==> src/rtl/muldiv_pkg.sv <==
// Shared constants and types for the sequential RV32M multiply/divide unit.
package muldiv_pkg;

  localparam int unsigned XLEN    = 32;
  // Edges from start acceptance (inclusive) to the DONE cycle: PREP + 32 CALC + FIX + DONE.
  localparam int unsigned LATENCY = 35;

  typedef enum logic [2:0] {
    OP_MUL    = 3'b000,
    OP_MULH   = 3'b001,
    OP_MULHSU = 3'b010,
    OP_MULHU  = 3'b011,
    OP_DIV    = 3'b100,
    OP_DIVU   = 3'b101,
    OP_REM    = 3'b110,
    OP_REMU   = 3'b111
  } op_e;

  typedef enum logic [2:0] {
    ST_IDLE = 3'd0,
    ST_PREP = 3'd1,
    ST_CALC = 3'd2,
    ST_FIX  = 3'd3,
    ST_DONE = 3'd4
  } state_e;

endpackage

==> src/rtl/muldiv_datapath.sv <==
// Operand latches, shift-add multiplier / restoring divider and sign fix-up.
module muldiv_datapath
  import muldiv_pkg::*;
#(
  parameter int unsigned XLEN = muldiv_pkg::XLEN
) (
  input  logic            clk,
  input  logic            rst,
  input  logic            load,
  input  logic            prep,
  input  logic            calc,
  input  logic            fix,
  input  logic [2:0]      f3,
  input  logic [XLEN-1:0] a,
  input  logic [XLEN-1:0] b,
  output logic [XLEN-1:0] result
);

  op_e             op_q, op_d;
  logic [XLEN-1:0] a_q, a_d;
  logic [XLEN-1:0] b_q, b_d;
  logic [XLEN-1:0] mcand_q, mcand_d;   // multiplicand magnitude, or divisor magnitude
  logic [XLEN-1:0] hi_q, hi_d;         // product high word, or partial remainder
  logic [XLEN-1:0] lo_q, lo_d;         // product low word / multiplier, or dividend/quotient
  logic            neg_q, neg_d;       // negate product or quotient in FIX
  logic            rneg_q, rneg_d;     // negate remainder in FIX
  logic [XLEN-1:0] result_q, result_d;

  logic              is_div;
  logic              a_signed, b_signed;
  logic              sa, sb;
  logic [XLEN-1:0]   a_mag, b_mag;
  logic              b_zero;
  logic [XLEN:0]     mul_sum;
  logic [XLEN:0]     shifted;
  logic              ge;
  logic [XLEN-1:0]   diff;
  logic [2*XLEN-1:0] prod_fix;
  logic [XLEN-1:0]   quo_fix, rem_fix;

  // Next-state for operands, iteration registers and result.
  always_comb begin
    op_d     = op_q;
    a_d      = a_q;
    b_d      = b_q;
    mcand_d  = mcand_q;
    hi_d     = hi_q;
    lo_d     = lo_q;
    neg_d    = neg_q;
    rneg_d   = rneg_q;
    result_d = result_q;

    is_div   = op_q[2];
    a_signed = op_q inside {OP_MULH, OP_MULHSU, OP_DIV, OP_REM};
    b_signed = op_q inside {OP_MULH, OP_DIV, OP_REM};
    sa       = a_signed & a_q[XLEN-1];
    sb       = b_signed & b_q[XLEN-1];
    a_mag    = sa ? -a_q : a_q;
    b_mag    = sb ? -b_q : b_q;
    b_zero   = (b_q == '0);

    mul_sum  = {1'b0, hi_q} + {1'b0, (lo_q[0] ? mcand_q : '0)};
    shifted  = {hi_q, lo_q[XLEN-1]};
    ge       = (shifted >= {1'b0, mcand_q});
    diff     = shifted[XLEN-1:0] - mcand_q;

    prod_fix = neg_q ? -{hi_q, lo_q} : {hi_q, lo_q};
    quo_fix  = neg_q ? -lo_q : lo_q;
    rem_fix  = rneg_q ? -hi_q : hi_q;

    if (load) begin
      op_d = op_e'(f3);
      a_d  = a;
      b_d  = b;
    end

    if (prep) begin
      hi_d = '0;
      if (is_div) begin
        lo_d    = a_mag;
        mcand_d = b_mag;
        // Divide by zero yields all-ones quotient unsigned; skip negation so signed DIV matches.
        neg_d   = (sa ^ sb) & ~b_zero;
        rneg_d  = sa;
      end else begin
        lo_d    = b_mag;
        mcand_d = a_mag;
        neg_d   = sa ^ sb;
        rneg_d  = 1'b0;
      end
    end

    if (calc) begin
      if (is_div) begin
        hi_d = ge ? diff : shifted[XLEN-1:0];
        lo_d = {lo_q[XLEN-2:0], ge};
      end else begin
        hi_d = mul_sum[XLEN:1];
        lo_d = {mul_sum[0], lo_q[XLEN-1:1]};
      end
    end

    if (fix) begin
      unique case (op_q)
        OP_MUL:                      result_d = prod_fix[XLEN-1:0];
        OP_MULH, OP_MULHSU, OP_MULHU: result_d = prod_fix[2*XLEN-1:XLEN];
        OP_DIV, OP_DIVU:             result_d = quo_fix;
        default:                     result_d = rem_fix;
      endcase
    end
  end

  // Datapath registers; reset clears operands and result immediately.
  always_ff @(posedge clk or negedge rst) begin
    if (!rst) begin
      op_q     <= OP_MUL;
      a_q      <= '0;
      b_q      <= '0;
      mcand_q  <= '0;
      hi_q     <= '0;
      lo_q     <= '0;
      neg_q    <= 1'b0;
      rneg_q   <= 1'b0;
      result_q <= '0;
    end else begin
      op_q     <= op_d;
      a_q      <= a_d;
      b_q      <= b_d;
      mcand_q  <= mcand_d;
      hi_q     <= hi_d;
      lo_q     <= lo_d;
      neg_q    <= neg_d;
      rneg_q   <= rneg_d;
      result_q <= result_d;
    end
  end

  assign result = result_q;

endmodule

==> src/rtl/muldiv_seq.sv <==
// Sequential RV32M multiply/divide: control FSM and iteration counter.
module muldiv_seq
  import muldiv_pkg::*;
#(
  parameter int unsigned XLEN        = muldiv_pkg::XLEN,
  parameter int unsigned CALC_CYCLES = XLEN
) (
  input  logic            clk,
  input  logic            rst,
  input  logic            start,
  input  logic [2:0]      f3,
  input  logic [XLEN-1:0] a,
  input  logic [XLEN-1:0] b,
  output logic            busy,
  output logic            done,
  output logic [XLEN-1:0] result
);

  localparam int unsigned CNT_W = $clog2(CALC_CYCLES + 1);
  localparam logic [CNT_W-1:0] CNT_LAST = CNT_W'(CALC_CYCLES - 1);

  state_e           state_q, state_d;
  logic [CNT_W-1:0] cnt_q, cnt_d;
  logic             load, prep, calc, fix;

  // Next-state, counter and datapath strobes.
  always_comb begin
    state_d = state_q;
    cnt_d   = cnt_q;
    load    = 1'b0;
    prep    = 1'b0;
    calc    = 1'b0;
    fix     = 1'b0;
    unique case (state_q)
      ST_IDLE: begin
        if (start) begin
          load    = 1'b1;
          state_d = ST_PREP;
        end
      end
      ST_PREP: begin
        prep    = 1'b1;
        cnt_d   = '0;
        state_d = ST_CALC;
      end
      ST_CALC: begin
        calc  = 1'b1;
        cnt_d = cnt_q + 1'b1;
        if (cnt_q == CNT_LAST) state_d = ST_FIX;
      end
      ST_FIX: begin
        fix     = 1'b1;
        state_d = ST_DONE;
      end
      ST_DONE: state_d = ST_IDLE;
      default: state_d = ST_IDLE;
    endcase
  end

  // State and counter registers.
  always_ff @(posedge clk or negedge rst) begin
    if (!rst) begin
      state_q <= ST_IDLE;
      cnt_q   <= '0;
    end else begin
      state_q <= state_d;
      cnt_q   <= cnt_d;
    end
  end

  assign busy = (state_q != ST_IDLE);
  assign done = (state_q == ST_DONE);

  muldiv_datapath #(
    .XLEN(XLEN)
  ) u_datapath (
    .clk   (clk),
    .rst   (rst),
    .load  (load),
    .prep  (prep),
    .calc  (calc),
    .fix   (fix),
    .f3    (f3),
    .a     (a),
    .b     (b),
    .result(result)
  );

endmodule

==> config.mk <==
export PLATFORM = sky130hd
export DESIGN_NAME = muldiv_seq
export DESIGN_NICKNAME = d
export VERILOG_FILES = /design/src/rtl/muldiv_pkg.sv /design/src/rtl/muldiv_datapath.sv /design/src/rtl/muldiv_seq.sv
export SDC_FILE = /design/constraint.sdc
export NUM_CORES = 1
export LEC_CHECK = 0
export ABC_AREA = 1
export CORE_UTILIZATION = 42
export DETAILED_ROUTE_END_ITERATION = 8
export MAX_ROUTING_LAYER = met4
export PLACE_DENSITY = 0.7
export SYNTH_ARGS = -nofsm -noshare
export SYNTH_HDL_FRONTEND = slang
export SYNTH_SLANG_ARGS = --single-unit
export TNS_END_PERCENT = 1
==> constraint.sdc <==
create_clock -name clk -period 3.55 [get_ports clk]
set_input_delay 0.5325 -clock clk [delete_from_list [all_inputs] [get_ports clk]]
set_output_delay 0.5325 -clock clk [all_outputs]
set_load 0.05 [all_outputs]
Word-level counts from Yosys, hierarchy flattened. Index checks and enable logic that the tools add are counted.

Flip-flop bits (word level): 206. Input port bits: 70. Output and inout port bits: 34. Logic and storage cells: 76.

Add/subtract/negate cells: 8. Order comparisons: 1. Equal/unequal tests: 13. Muxes and demuxes: 27. Bitwise operators: 5. Reductions and logical operators: 11.

Operators with widths (count): 32-bit two-way mux (14); 32-bit negator (4); 32-bit one-hot mux with 3 select lines (1); 64-bit two-way mux (1); 64-bit negator (1); 32-bit by 32-bit adder with 33-bit output (1); 33-bit by 32-bit greater-or-equal comparator with 1-bit output (1); 32-bit logical NOT (1); 32-bit subtractor (1); 3-bit by 2-bit == test with 1-bit output (second input constant) (4); 3-bit == test (second input constant) (4); 3-bit one-hot mux with 4 select lines (1); 6-bit one-hot mux with 2 select lines (1); 1-bit two-way mux (7); 6-bit by 1-bit adder with 6-bit output (second input constant) (1); 3-bit by 1-bit == test with 1-bit output (second input constant) (2); 6-bit by 5-bit == test with 1-bit output (second input constant) (1); 3-bit logical NOT (2); 3-bit two-way mux (2); 3-bit nonzero test (2); 2-bit != test (second input constant) (2); 2-bit nonzero test (2); 4-bit nonzero test (1); 1-bit bitwise AND (3); other kinds (5) (5).

Logic depth before layout (Yosys ltp). Gate-level depths: netlist of run 1.

Word-level depth: 7. Gate-level depth with buffers: 22. Mapped depth without buffers: 20.

By module. From an unflattened synthesis of run 1, not the netlist that was laid out.

Cells, all modules: 3192. Area, all modules: 19364.8 µm².

By module, submodules not included: muldiv_datapath (instances 1, cells each 3127, area each 18833.1 µm², seq. area each 4929.7 µm²); muldiv_seq (instances 1, cells each 65, area each 531.8 µm², seq. area each 225.2 µm²).

Worst setup path before layout of run 1. No wires, ideal clock.

Path type: register to register. Start point: register u_datapath.lo_q[0]. End point: register u_datapath.hi_q[21]. Setup time: 117 ps. Arrival time: 2367 ps. Required time: 3433 ps. Path slack: 1066 ps. Stages on the path, launching flop included: 22. Buffers on the path: 2. Clock period less this slack: 2484 ps. Cells stage by stage: dfrtp_1 buf_6 clkbuf_1 nand2_1 inv_1 ha_1 inv_1 fa_1 inv_1 nand3_1 nand3_1 nand2_1 nand2_1 nand2_1 nand2_1 nand2_1 nand3_1 nand3_1 nand2_1 inv_1 nand2_1 nand2_1.

Word-level cells in the longest chain between the ends: 4.

RTL lines: start, declared (line muldiv_datapath.sv:24) `logic [XLEN-1:0] lo_q, lo_d;`; start signal, assigned (line muldiv_datapath.sv:131) `lo_q <= lo_d;`; 32-bit two-way mux (line muldiv_datapath.sv:62) `mul_sum = {1'b0, hi_q} + {1'b0, (lo_q[0] ? mcand_q : '0)};`; 32-bit by 32-bit adder with 33-bit output (line muldiv_datapath.sv:62); 32-bit two-way mux (line muldiv_datapath.sv:94) `if (is_div) begin`; 32-bit two-way mux (line muldiv_datapath.sv:93) `if (calc) begin`; end signal, assigned (line muldiv_datapath.sv:130) `hi_q <= hi_d;`; end, declared (line muldiv_datapath.sv:23) `logic [XLEN-1:0] hi_q, hi_d;`.

No other way between the ends. A chain may end at the register's enable or synchronous reset.

Worst setup path after layout of run 1.
Start point: register u_datapath.hi_q[0]. End point: register u_datapath.hi_q[21].

Word-level cells in the longest chain between the ends: 4. Elaborated cells on any way between the ends: 6. Classes of those cells: add/sub (2); order compare (1); mux (3).

RTL lines: 32-bit subtractor or 33-bit by 32-bit greater-or-equal comparator with 1-bit output (tied branches) (line muldiv_datapath.sv:65, muldiv_datapath.sv:64); 32-bit two-way mux (line muldiv_datapath.sv:95) `hi_d = ge ? diff : shifted[XLEN-1:0];`; 32-bit two-way mux * (line muldiv_datapath.sv:94); 32-bit two-way mux * (line muldiv_datapath.sv:93).

Every way passes the cells marked *; elsewhere a longest branch is shown, timed or not.

==> summary.txt, run 1 <==
Status
  – Status: finished with violations
  – Failing checks: negative hold slack

Pwr
  – Pwr dens: 1160 nW/um^2
  – Leak Pwr: 11.2 nW
  – Peak supply drop: 0.645 mV
  – Tot Pwr: 25.6 mW

Global route
  – Most crowded layer after global routing: met2
  – Number of global-route vias before repair: 20229
  – Met2 GRT Util: 54.9%
  – Global-route wire length before repair: 124000 um
  – Initial antenna violation count: 0
  – Largest net degree at the start of global routing: 122
  – GRT Total Usage: 36.1%
  – Met1 GRT Util: 46.2%
  – Met3 GRT Util: 6.85%
  – GRT overflow: 0

Logic synthesis
  – Syn Area/Cell: 6.04 sq um
  – Post-synth EDFFs: 0
  – Sequential share of the synthesized area: 26.7%
  – Post-synthesis cell count: 3196
  – Largest area contributor in the netlist: dfrtp_1
  – Share of the synthesized area in the top cell type: 26.7%
  – #FFs+latches synth: 206
  – Post-Syn Nets: 3337
  – Synth Flop Type: dfrtp_1
  – Number of distinct library cells after synthesis: 58
  – Ranking of synthesized cells by area: dfrtp_1 (27%), nand2_1 (19%), inv_1 (8.6%)
  – YS warnings: 0
  – Mapped cell area: 19300 sq um
  – Post-synth ARST share: 100%

Clocking
  – Clock root cell: clkbuf_16
  – Clock buffer depth: 3
  – Worst skew pair latency: 570 ps
  – Cts bufs inserted: 26
  – Post-CTS sizing: 0
  – Sink Count: 206
  – CTS tree: built
  – Hold_buf cts: 0
  – Clock slew at reported path FFs: 60 ps
  – Setup Fix Bufs, Post-CTS: 0
  – Number of H-tree levels: 1

Layout
  – Diodes inserted: 0
  – Layout cell share with drive strength beyond 1: 5.26%
  – Synthesis-to-finish area growth: 13.8%
  – NumNets Final: 3409

Floorplan
  – IO Pins: 104
  – Die ar.: 46800 sq um
  – Die width: 216 um
  – Core area: 45400 sq um
  – Initial Util: 42.5%
  – Die height: 216 um
  – Row Count: 78

STA
  – Max Slew Vio Count: 0
  – Final setup viols: 0
  – Slew headroom: 28.2%
  – Setup TNS: 0 ps
  – Hold WS: -42.4 ps
  – Minimum clock period: 3260 ps
  – Maximum clock frequency: 307 MHz
  – Slew @ Worst Pin: 1070 ps
  – Clock skew: 35.8 ps
  – RSZ-0062 raised after global routing: no
  – Final period util: 91.7%
  – Final hold vios: 16

Drt
  – DR vias: 21900
  – DRC viols: 0
  – Initial drt markers: 2879
  – Aggregate routed wire length: 82700 um
  – ANT nets after route: 0
  – Vias per cell: 5.63
  – Wire per inst: 21.3 um
  – Initial DRT Pass Iterations: 6

Place
  – GP Congestion: 1.11
  – Estimated wirelength of the detail-placed design: 65500 um
  – I/O Buffers: 103

Worst setup path
  – Startpoint Class: register
  – Arrival @ worst endpoint: 3690 ps
  – Crit path max fanout: 8
  – WP data required: 3980 ps
  – Setup crit end kind: register
  – Critical path type: register to register

Flow run
  – Max Cap Viol: 0

Min path
  – HP Class: input pin to async pin
kinds of logic after synthesis:
group,synth area share [%]
and+or+nand+nor,38.9
adders and majority gates,4.68
muxes,0.758
AOI/OAI and AO/OA,13.6
buffers and inverters,11.3
DFF,26.7
xor gates and xnor gates,4.04
flip-flops by register name, indices dropped and copies added (netlist names):
signal              count
u_datapath.rneg_q       1
u_datapath.hi_q        32
u_datapath.a_q         32
u_datapath.op_q         3
u_datapath.result      32
u_datapath.neg_q        1
u_datapath.lo_q        32
u_datapath.mcand_q     32
state_q                 3
u_datapath.b_q         32
cnt_q                   6
critical path: stages (launching register included):
cell and delay [ps]:
dfrtp_1 740, ha_1 410, inv_1 90, fa_1 410, inv_1 190, nand3_1 110, nand3_1 190, nand2_1 70
nand2_1 100, nand2_1 70, nand2_1 170, nand2_1 90, nand3_1 80, nand3_1 110, nand2_1 110, inv_1 70
nand2_1 60, nand2_1 50
through the flow:
step / util [%] / hold slack, ps / cell area, sq um / setup WS, ps / cells
floorplan: - / 237 / 19300 / 1070 / 3196
global placement: 46.4 / 462 / 21100 / 390 / 3840
detailed placement: 46.4 / 465 / 21100 / 444 / 3840
CTS: 48.4 / 10.9 / 22000 / 406 / 3888
global route: 48.4 / 8.37 / 22000 / 224 / 3888
finish: 48.4 / -42.4 / 22000 / 294 / 3888
cell usage in the layout, fill, tap and decap left out, types with 9 or more instances in the layout:
cell type,netlist,layout
nand3b_1,20,20
clkbuf_16,0,27
xnor2_1,19,19
clkdlybuf4s50_1,0,102
nand4_1,49,49
nand3_1,284,283
o21ai_1,27,27
o211ai_1,38,38
a21oi_1,196,194
dfrtp_1,206,204
buf_4,1,40
inv_2,16,16
inv_1,442,442
mux2_2,13,13
nor2_2,16,16
a31oi_1,9,9
o2111ai_1,11,11
xor2_1,70,70
o22ai_1,21,21
nor2_1,369,367
o21ai_0,127,127
nor3_1,30,29
ha_1,69,69
nand2_1,983,983
power breakdown:
part           switching [mW]  leakage (nW)  total (mW)  internal [mW]
Sequential               1.29          2.47        4.77           3.48
Combinational            12.8          8.28        18.0           5.22
Clock                    1.12         0.456        2.81           1.68
synthesized netlist by cell type, types with 4 or more instances:
cell type    n
a21oi_1    196
a22oi_1      5
a31oi_1      9
and2_1       4
buf_1       11
buf_2       21
buf_6        4
clkbuf_1    65
dfrtp_1    206
ha_1        69
inv_1      442
inv_2       16
mux2_2      13
nand2_1    983
nand2_2      7
nand3_1    284
nand3b_1    20
nand4_1     49
nor2_1     369
nor2_2      16
nor3_1      30
o2111ai_1   11
o211ai_1    38
o21ai_0    127
o21ai_1     27
o21bai_1     7
o221ai_1     8
o22ai_1     21
or2_2        8
xnor2_1     19
xor2_1      70
area by class of cell:
type                            count  area, sq um
Tap cell                          600          751
Inverter                          461         1730
Timing Repair Buffer              147         1420
Sequential cell                   206         5160
Multi-Input combinational cell   2426        12000
Clock buffer                       36          779
Fill cell                        4878        23400
Clock inverter                     12          128
worst paths after layout:
path                            cells past startpoint                     to                   from  slack (ps)
worst max-delay path                               17    u_datapath.hi_q[21]     u_datapath.hi_q[0]         290
worst min-delay path                                1  u_datapath.result[15]                    rst         -40
worst max register to register                     17    u_datapath.hi_q[21]     u_datapath.hi_q[0]         290
worst min register to register                      2  u_datapath.result[28]  u_datapath.result[28]         480
max in group asynchronous                           2      u_datapath.a_q[7]                    rst        2660
min in group clk                                    2  u_datapath.result[28]  u_datapath.result[28]         480
routing by layer:
layer	up-vias	share of wire, %
li1	10412	-
met1	10047	41
met2	1204	43
met3	237	10
met4	0	5.8
met5	-	0
(Power assumes the default switching activity.)
==> inputs of run 2 (changes only) <==
--- a/config.mk
+++ b/config.mk
@@ -9,7 +9,7 @@
 export CORE_UTILIZATION = 42
 export DETAILED_ROUTE_END_ITERATION = 8
 export MAX_ROUTING_LAYER = met4
-export PLACE_DENSITY = 0.7
+export PLACE_DENSITY = 0.73
 export SYNTH_ARGS = -nofsm -noshare
 export SYNTH_HDL_FRONTEND = slang
 export SYNTH_SLANG_ARGS = --single-unit
==> constraint.sdc (replaced) <==
create_clock -name clk -period 2.8 [get_ports clk]
set_input_delay 0.42 -clock clk [delete_from_list [all_inputs] [get_ports clk]]
set_output_delay 0.42 -clock clk [all_outputs]
set_load 0.05 [all_outputs]
==> summary.txt, run 2 (synthesized netlist as in run 1, its figures left out) <==
Status
  – Status: complete, no violations (was finished with violations)

Worst setup path
  – Setup crit end kind: register (unchanged)
  – Crit path max fanout: 17 (was 8)
  – WP data required: 3270 ps (was 3980 ps)
  – Reg2reg end: u_datapath.hi_q[24] (was u_datapath.hi_q[21])
  – Startpoint Class: register (unchanged)
  – Critical path's slowest cell: dfrtp_1 (unchanged)
  – Arrival @ worst endpoint: 3180 ps (was 3690 ps)
  – CP Cell Sequence: buf_12 > buf_4 > nand2_1 > inv_1 > ha_1 > buf_4 > nand2_1 > nor2_1 > nand2_1 > nor3_1 > nand2_1 > nand3_1 > nand3_1 > nand4_1 > nand2_1 (was ha_1 > inv_1 > fa_1 > inv_1 > nand3_1 > nand3_1 > nand2_1 > nand2_1 > nand2_1 > nand2_1 > nand2_1 > nand3_1 > nand3_1 > nand2_1 > inv_1 > nand2_1 > nand2_1)
  – Critical path type: register to register (unchanged)
  – FF-to-FF Start: u_datapath.lo_q[0] (was u_datapath.hi_q[0])
  – CP dominant cell by count: nand2_1 (unchanged)
  – FF-to-FF path depth: 15 (was 17)
  – Crit path largest cell delay: 400 ps (was 740 ps)
  – R2R setup slack: 90 ps (was 290 ps)

STA
  – Minimum clock period: 2710 ps (was 3260 ps)
  – RSZ-0062 raised after global routing: yes (was no)
  – Slew @ Worst Pin: 894 ps (was 1070 ps)
  – Clock skew: 13.3 ps (was 35.8 ps)
  – Max Slew Vio Count: 0 (unchanged)
  – Slew headroom: 39.8% (was 28.2%)
  – Maximum clock frequency: 369 MHz (was 307 MHz)
  – Final period util: 96.8% (was 91.7%)
  – Final setup viols: 0 (unchanged)
  – Final hold vios: 0 (was 16)

Layout
  – NumNets Final: 3494 (was 3409)
  – Commonest non-fill, non-tap cell in the layout: nand2_1 (unchanged)
  – Most frequent cells in the layout: nand2_1 (979), inv_1 (440), nor2_1 (361) (was nand2_1 (983), inv_1 (442), nor2_1 (367))
  – Layout cell share with drive strength beyond 1: 9.10% (was 5.26%)
  – Synthesis-to-finish area growth: 18.5% (was 13.8%)
  – Post-route cell area: 22900 sq um (was 22000 sq um)
  – Final std cells w/o fill: 3973 (was 3888)
  – Final core utilization: 50.4% (was 48.4%)
  – FILL cells: 4791 (was 4878)

Global route
  – GRT Total Usage: 37.1% (was 36.1%)
  – Initial antenna violation count: 1 (was 0)
  – Largest net degree at the start of global routing: 67 (was 122)
  – GRT overflow: 0 (unchanged)
  – Number of global-route vias before repair: 20750 (was 20229)
  – Global-route wire length before repair: 127000 um (was 124000 um)

Pwr
  – Sw Ratio: 58.2% (was 59.4%)
  – Logic pwr share: 71.3% (was 70.4%)
  – Int Pwr: 14.2 mW (was 10.4 mW)
  – Clock power share: 10.7% (was 11.0%)
  – Pwr dens: 1480 nW/um^2 (was 1160 nW/um^2)
  – Switch Pwr: 19.7 mW (was 15.2 mW)
  – Seq pwr share: 18.0% (was 18.6%)
  – Leak Pwr: 11.6 nW (was 11.2 nW)
  – Peak supply drop: 0.684 mV (was 0.645 mV)

Clocking
  – Number of H-tree levels: 1 (unchanged)
  – Clock root cell: clkbuf_16 (unchanged)
  – Cts bufs inserted: 26 (unchanged)
  – CTS tree: built (unchanged)
  – Clock slew at reported path FFs: 60 ps (about the same)
  – Clock buffer depth: 3 (unchanged)
  – Sink Count: 206 (unchanged)
  – Worst skew pair latency: 590 ps (was 570 ps)

Floorplan
  – Die ar.: 46800 sq um (unchanged)
  – Die height: 216 um (unchanged)
  – IO Pins: 104 (unchanged)
  – Core area: 45400 sq um (unchanged)
  – Row Count: 78 (unchanged)
  – Initial Util: 42.5% (unchanged)
  – Die width: 216 um (unchanged)

Drt
  – Aggregate routed wire length: 85200 um (was 82700 um)
  – Initial DRT Pass Iterations: 7 (was 6)
  – DRC viols: 0 (unchanged)
  – Vias per cell: 5.62 (was 5.63)
  – DR vias: 22337 (was 21900)
  – Wire per inst: 21.5 um (was 21.3 um)
  – ANT nets after route: 0 (unchanged)
  – Initial drt markers: 2683 (was 2879)

Min path
  – HP Class: input pin to async pin (unchanged)

Place
  – Placed Cells incl. Taps: 3920 (was 3840)
  – GP Congestion: 1.08 (was 1.11)
  – I/O Buffers: 103 (unchanged)
  – Estimated wirelength of the detail-placed design: 68700 um (was 65500 um)
  – Placed inst area: 21700 sq um (was 21100 sq um)

Flow run
  – Max Cap Viol: 0 (unchanged)
[run 2: critical path: cells and delay by family, from the launching register on]
| kind | cells | cell delay, ps |
|---|---|---|
| fa+ha+maj | 1 | 370 |
| flops | 1 | 400 |
| simple gates | 10 | 1300 |
| buf+inv | 4 | 510 |
[run 2: final cells by class]
cell class	count	area, sq um	area share, %
timing repair buffer	231	2110	9.23
inverter	461	1730	7.56
clock buffer	31	699	3.06
tap	600	751	3.28
clock inverter	16	216	0.946
multi-input combinational	2427	12200	53.3
sequential	206	5180	22.6
antenna	1	2.50	0.0109
[run 2: worst max-delay path by stage]
stage,slack (ps),start,to
floorplan,320,u_datapath.lo_q[0],u_datapath.hi_q[21]
global placement,-230,u_datapath.mcand_q[26],u_datapath.hi_q[28]
detailed placement,-170,u_datapath.mcand_q[26],u_datapath.hi_q[28]
CTS,4,u_datapath.hi_q[20],u_datapath.hi_q[28]
global route,-40,u_datapath.lo_q[0],u_datapath.hi_q[25]
finish,90,u_datapath.lo_q[0],u_datapath.hi_q[24]
[run 2: timing repair]
| action | CTS | global route |
|---|---|---|
| endpoints found under the hold margin | 42 | 0 |
| hold buffers | 1 | 0 |
| pin swaps | 1 | 3 |
| resized for setup | 7 | 51 |
| gates cloned | 0 | 1 |
| buffers inserted | 1 | 2 |
| endpoints found under the setup margin | 26 | 37 |
[run 2: per-stage QoR]
stage                     worst slack [ps]  TNS, ps  power [mW]  hold slack [ps]
after floorplan                        316        0        20.2              124
after global placement                -226    -3220        29.0              360
after detailed placement              -174    -1900        29.0              360
after CTS                             4.05        0        32.7              343
after global routing                 -40.9     -144        35.9              390
final                                 89.9        0        33.9              350
[run 2: power by group through the flow]
stage          Clock (mW)  Sequential [mW]  Combinational (mW)
2_1_floorplan           0             6.12                14.1
3_3_place_gp            0             5.99                23.1
3_5_place_dp            0             6.00                23.0
4_1_cts              3.64             5.95                23.1
5_1_grt              3.76             6.16                26.0
6_report             3.62             6.09                24.2
[run 2: layer usage]
layer	track usage (%)	routed length, um	vias up
met4	18.4	5170	0
met3	8.28	8810	232
li1	-	-	10591
met5	-	0	-
met2	54.8	36100	1180
met1	47.7	35100	10334
